### config.mk
export PLATFORM = sky130hd
export DESIGN_NAME = div32by16_seq_flat
export DESIGN_NICKNAME = d
export VERILOG_FILES = /design/src/rtl/div32by16_seq_if.sv /design/src/rtl/div32by16_seq.sv /design/src/flat_wrapper.sv
export SDC_FILE = /design/constraint.sdc
export NUM_CORES = 1
export LEC_CHECK = 0
export BUFFER_PORTS_ARGS = -buffer_cell sky130_fd_sc_hd__buf_4
export CAP_MARGIN = 15
export CORE_ASPECT_RATIO = 1.5
export CORE_UTILIZATION = 35
export DETAILED_ROUTE_END_ITERATION = 7
export GPL_TIMING_DRIVEN = 0
export SLEW_MARGIN = 25
export SYNTH_ARGS = -nofsm -noshare
export SYNTH_HDL_FRONTEND = slang
export SYNTH_SLANG_ARGS = --single-unit
export TNS_END_PERCENT = 50
### constraint.sdc
create_clock -name clk -period 4 [get_ports clk]
set_clock_uncertainty 0.2 [all_clocks]
set_input_delay 0 -clock clk [delete_from_list [all_inputs] [get_ports clk]]
set_output_delay 0 -clock clk [all_outputs]
set_load 0.01 [all_outputs]
### src/rtl/div32by16_seq_if.sv
// Request/result bundle for the 32-by-16 sequential divider.
// The requester drives start/a/b; the divider returns q/r/err with busy/done status.
interface div32by16_seq_if;
    logic        start;
    logic [31:0] a;
    logic [15:0] b;
    logic [15:0] q;
    logic [15:0] r;
    logic        busy;
    logic        done;
    logic        err;

    modport master (
        output start, a, b,
        input  q, r, busy, done, err
    );

    modport slave (
        input  start, a, b,
        output q, r, busy, done, err
    );
endinterface

### src/rtl/div32by16_seq.sv
// Sequential restoring divider: 32-bit dividend by 16-bit divisor, one quotient bit per clock.
// Overflow and divide-by-zero are flagged up front and finish in a single cycle.
module div32by16_seq (
    input  logic           clk,
    input  logic           rst,
    div32by16_seq_if.slave bus
);
    localparam logic [1:0] ST_IDLE = 2'd0;
    localparam logic [1:0] ST_RUN  = 2'd1;
    localparam logic [1:0] ST_DONE = 2'd2;

    logic [1:0]  state_q, state_d;
    logic [3:0]  cnt_q, cnt_d;
    logic [15:0] quo_q, quo_d;
    logic [15:0] rmd_q, rmd_d;
    logic        busy_q, busy_d;
    logic        done_q, done_d;
    logic        err_q, err_d;

    // Iteration datapath: partial remainder, dividend/quotient shifter, latched divisor.
    logic [15:0] rem_q, rem_d;
    logic [15:0] dvd_q, dvd_d;
    logic [15:0] div_q, div_d;

    logic [16:0] trial;
    logic        fits;
    logic [15:0] rem_step;
    logic [15:0] dvd_step;
    logic        reject;

    // R < b keeps trial - b below 2^16, so a 16-bit difference is exact.
    assign trial    = {rem_q, dvd_q[15]};
    assign fits     = trial >= {1'b0, div_q};
    assign rem_step = fits ? (trial[15:0] - div_q) : trial[15:0];
    assign dvd_step = {dvd_q[14:0], fits};
    assign reject   = (bus.b == 16'd0) || (bus.a[31:16] >= bus.b);

    always_comb begin
        // NOTE: every signal gets a default before the case so no path leaves it unassigned and infers a latch.
        state_d = state_q;
        cnt_d   = cnt_q;
        quo_d   = quo_q;
        rmd_d   = rmd_q;
        busy_d  = busy_q;
        done_d  = 1'b0;
        err_d   = err_q;
        rem_d   = rem_q;
        dvd_d   = dvd_q;
        div_d   = div_q;

        case (state_q)
            ST_IDLE: begin
                if (bus.start) begin
                    div_d  = bus.b;
                    err_d  = 1'b0;
                    busy_d = 1'b1;
                    if (reject) begin
                        quo_d   = 16'hFFFF;
                        rmd_d   = 16'h0000;
                        err_d   = 1'b1;
                        done_d  = 1'b1;
                        state_d = ST_DONE;
                    end else begin
                        rem_d   = bus.a[31:16];
                        dvd_d   = bus.a[15:0];
                        cnt_d   = 4'd15;
                        state_d = ST_RUN;
                    end
                end
            end
            ST_RUN: begin
                rem_d = rem_step;
                dvd_d = dvd_step;
                if (cnt_q == 4'd0) begin
                    quo_d   = dvd_step;
                    rmd_d   = rem_step;
                    done_d  = 1'b1;
                    state_d = ST_DONE;
                end else begin
                    cnt_d = cnt_q - 4'd1;
                end
            end
            ST_DONE: begin
                busy_d  = 1'b0;
                state_d = ST_IDLE;
            end
            default: begin
                busy_d  = 1'b0;
                state_d = ST_IDLE;
            end
        endcase
    end

    // NOTE: sequential state uses non-blocking assignments so every register samples pre-edge values.
    always_ff @(posedge clk) begin
        if (rst) begin
            state_q <= ST_IDLE;
            cnt_q   <= 4'd0;
            quo_q   <= 16'd0;
            rmd_q   <= 16'd0;
            busy_q  <= 1'b0;
            done_q  <= 1'b0;
            err_q   <= 1'b0;
        end else begin
            state_q <= state_d;
            cnt_q   <= cnt_d;
            quo_q   <= quo_d;
            rmd_q   <= rmd_d;
            busy_q  <= busy_d;
            done_q  <= done_d;
            err_q   <= err_d;
        end
    end

    // NOTE: the iteration datapath is deliberately unreset; it is always loaded on accept before being read.
    always_ff @(posedge clk) begin
        rem_q <= rem_d;
        dvd_q <= dvd_d;
        div_q <= div_d;
    end

    assign bus.q    = quo_q;
    assign bus.r    = rmd_q;
    assign bus.busy = busy_q;
    assign bus.done = done_q;
    assign bus.err  = err_q;
endmodule

### src/flat_wrapper.sv
// flat-port wrapper written by rule: the top's interface ports become plain ports
module div32by16_seq_flat 
  (clk, rst, bus_start, bus_a, bus_b, bus_q, bus_r, bus_busy, bus_done, bus_err);
  div32by16_seq_if bus_i ();
  input  logic clk;
  input  logic rst;
  input wire logic [$bits(bus_i.start)-1:0] bus_start;
  input wire logic [$bits(bus_i.a)-1:0] bus_a;
  input wire logic [$bits(bus_i.b)-1:0] bus_b;
  output wire logic [$bits(bus_i.q)-1:0] bus_q;
  output wire logic [$bits(bus_i.r)-1:0] bus_r;
  output wire logic [$bits(bus_i.busy)-1:0] bus_busy;
  output wire logic [$bits(bus_i.done)-1:0] bus_done;
  output wire logic [$bits(bus_i.err)-1:0] bus_err;
  assign bus_i.start = bus_start;
  assign bus_i.a = bus_a;
  assign bus_i.b = bus_b;
  assign bus_q = bus_i.q;
  assign bus_r = bus_i.r;
  assign bus_busy = bus_i.busy;
  assign bus_done = bus_i.done;
  assign bus_err = bus_i.err;
  div32by16_seq u_core (.clk(clk), .rst(rst), .bus(bus_i));
endmodule
==> metrics <==
Post-Syn Instances 518; clock-pin slew on the worst setup and hold paths 0.07 ns; final WL 14.0 mm; switching power 1.07 mW; CP Max Fanout 10; Num CTS Buffers 9; grt ovf 0; Final HPWL DP 10.6 mm; syn_area_per_cell 9.41 µm²; Power Density 471 mW/mm²; Max Freq 300 MHz; slowest cell delay on critical path 0.75 ns; Worst Path Required 4.05 ns; post-CTS setup repair buffer count 0; sequential share of the synthesized area 46.4%; Synthesized Nets 603; largest net degree at the start of global routing 23; die width 98.3 µm; Vias/cell 5.26; CTS Root Buffer Type clkbuf_16; met1 Use GR 20.1%; Most Crowded Layer GR met2; Post-Synthesis Cell Area 0.00487 mm²; worst hold path type primary input to flip-flop; part of the power in registers 38.2%; Storage cell area 0.00226 mm²; CP endpoint kind flip-flop; Max-slew headroom 41.3%; EDFF count, synth 48; FILL cells 1290; diode count 0; fin util 48.4%; Routed Antenna Nets 0; Area growth, synth to finish 34.5%; Worst-Skew Late Latency 0.35 ns; top-level I/O count 86; initial antenna violation count 0; H-tree depth 3; YS warnings 0; Worst Setup Path Type primary input to flip-flop; DRT iter0 DRCs 159; Die Ht 147 µm; PortBufs 84; clock share of power 27.3%; pins over their slew limit 0; Lkg Pwr 2.90 nW; Max Cap Violations 0; final critical-path share of the clock period 83.4%; internal power 2.01 mW; #FFs+latches synth 89; Worst EP arrival 3.39 ns; Net Sw Frac 34.7%; commonest non-fill, non-tap cell in the layout buf_4; CP max stage cell nor4_1; Post-CTS Hold Buffers 50; Slew @ Worst Pin 0.873 ns; post-CTS sizing 0; initial core utilization 36.0%; peak supply drop 216 µV; status completed; layout cell share with drive strength beyond 1 17.9%; global-route wire length before repair 22.1 mm; row cnt 52; final setup violation count 0; routed via count 4379; predominant post-synthesis flop cell edfxtp_1; Worst path top cell family by delay buffers and inverters; Num Clock Sinks 89; clock buffer depth 2; Critical Path, Cell by Cell dlygate4sd3_1, buf_4, nor4_1, a41oi_1, o21ai_0, a21oi_1, o21ai_1, clkbuf_1, clkbuf_1, nor2_1, a211oi_1; WP buf/inv 4; multi-input logic area 0.00235 mm²; Hold Fails Final Rpt 0; number of global-route vias before repair 4452; most frequent cells in the layout buf_4 (87), nand2_1 (72), nor2_1 (53), dlygate4sd3_1 (50), edfxtp_1 (48); die area 0.0144 mm²; share of flip-flops with an asynchronous set or reset 0%; total power 3.08 mW; RSZ-0062 raised after global routing false; GRT Total Usage 20.2%; met3 Use GR 4.16%; DRC Markers 0; Comb power frac 34.5%; first-pass iteration count of the detailed router 7; grt met2 use 38.7%; Cell variety after synth 64; CTS tree built; Final GP Congestion 0.850; Avg WL per Cell 16.8 µm; Core Footprint 0.0135 mm²; Worst Setup Start Kind primary input; most frequent cell on the critical path clkbuf_1; Tmin final 3.34 ns; Final Net Count 751
==> cells by family (layout without fill, tap and decap cells) <==
kind of cell | count (synthesis) | count (layout) | share of synthesized area, %
compound gates | 129 | 129 | 18.4
xor+xnor | 8 | 8 | 1.44
fa+ha+maj | 34 | 34 | 8.89
buf+inv | 69 | 222 | 5.62
flops | 89 | 89 | 46.4
mux | 12 | 12 | 2.47
simple gates | 177 | 177 | 16.8
==> state kept, by name (all words and copies together), names as in the netlist <==
| name | cells |
|---|---|
| u_core.dvd_q | 16 |
| u_core.rem_q | 16 |
| u_core.cnt_q | 4 |
| u_core.bus.done | 1 |
| u_core.bus.r | 16 |
| u_core.div_q | 16 |
| u_core.bus.q | 16 |
| u_core.bus.busy | 1 |
| u_core.state_q | 2 |
| u_core.bus.err | 1 |
==> synth_stat cells, types with 2 or more instances <==
| master | n | area [µm²] |
|---|---|---|
| o211ai_1 | 3 | 22.5 |
| xnor2_1 | 6 | 52.6 |
| clkbuf_1 | 15 | 56.3 |
| nand3_1 | 6 | 30.0 |
| ha_1 | 33 | 413 |
| a21oi_1 | 29 | 145 |
| and3_1 | 3 | 18.8 |
| nand2b_1 | 2 | 12.5 |
| a2bb2o_1 | 10 | 100 |
| o32ai_1 | 2 | 17.5 |
| a211oi_1 | 21 | 158 |
| xor2_1 | 2 | 17.5 |
| nor2b_1 | 4 | 25.0 |
| o2bb2ai_1 | 2 | 17.5 |
| nor2b_4 | 2 | 27.5 |
| nor4_1 | 6 | 37.5 |
| o21ai_0 | 30 | 150 |
| nor3_1 | 8 | 40.0 |
| and2_1 | 3 | 18.8 |
| nand2_1 | 72 | 270 |
| inv_1 | 46 | 173 |
| dfxtp_1 | 41 | 821 |
| nand4_1 | 4 | 25.0 |
| buf_1 | 3 | 11.3 |
| a22o_1 | 3 | 26.3 |
| a31oi_1 | 4 | 25.0 |
| o21bai_1 | 2 | 15.0 |
| nor2_1 | 54 | 203 |
| o31a_1 | 2 | 17.5 |
| mux2i_1 | 12 | 120 |
| and4_1 | 3 | 26.3 |
| edfxtp_1 | 48 | 1440 |
| buf_2 | 3 | 15.0 |
| o21a_1 | 4 | 30.0 |
==> layer usage <==
metal	routed length (µm)	up-vias	part of all wire [%]
li1	-	2154	-
met1	5100	2071	37
met2	7630	120	55
met3	651	34	4.7
met4	581	0	4.2
met5	0	-	0
==> power by group through the flow <==
stage	Clock (mW)	Combinational (mW)	Sequential (mW)
finish	0.843	1.06	1.18
global route	0.894	1.18	1.19
CTS	0.864	1.07	1.18
detailed placement	0	1.02	1.20
global placement	0	0.986	1.20
floorplan	0	0.684	1.20
==> stage by stage <==
| stage | area [µm²] | hold slack [ns] | cells | setup WS [ns] | TNS [ns] |
|---|---|---|---|---|---|
| finish | 6550 | 0.185 | 833 | 0.663 | 0 |
| global route | 6550 | 0.178 | 833 | 0.472 | 0 |
| CTS | 6550 | 0.180 | 833 | 0.685 | 0 |
| detailed placement | 5750 | 0.00151 | 767 | 0.758 | 0 |
| global placement | 5710 | -0.0000340 | 764 | -0.756 | -38.67 |
| floorplan | 4870 | -0.101 | 518 | 0.615 | 0 |
==> worst register-to-register path: stages, from the launching register on <==
cell and delay (ns):
edfxtp_1 0.41, inv_1 0.07, ha_1 0.18, fa_1 0.24, nor2b_4 0.06, o31a_1 0.27
o31a_1 0.28, o41ai_2 0.50, nor4bb_1 0.12, or4_4 0.51, a22o_1 0.19
==> final timing paths <==
kind | startpoint | to | slack (ns) | cells after the start
worst max-delay path | bus_b[7] | u_core.bus.q[13] | 0.66 | 11
worst min-delay path | bus_b[8] | u_core.div_q[8] | 0.18 | 2
worst max register to register | u_core.dvd_q[15] | u_core.rem_q[14] | 0.73 | 10
worst min register to register | u_core.bus.r[13] | u_core.bus.r[13] | 0.27 | 1
==> area by class of cell <==
type,instances,share of cell area [%]
multi-input combinational,360,35.8
sequential,89,34.5
timing repair buffer,137,17.8
clock buffer,9,3.44
tap,162,3.09
inverter,46,2.64
buffer,23,1.55
clock inverter,7,1.11
(Power assumes the default switching activity.)
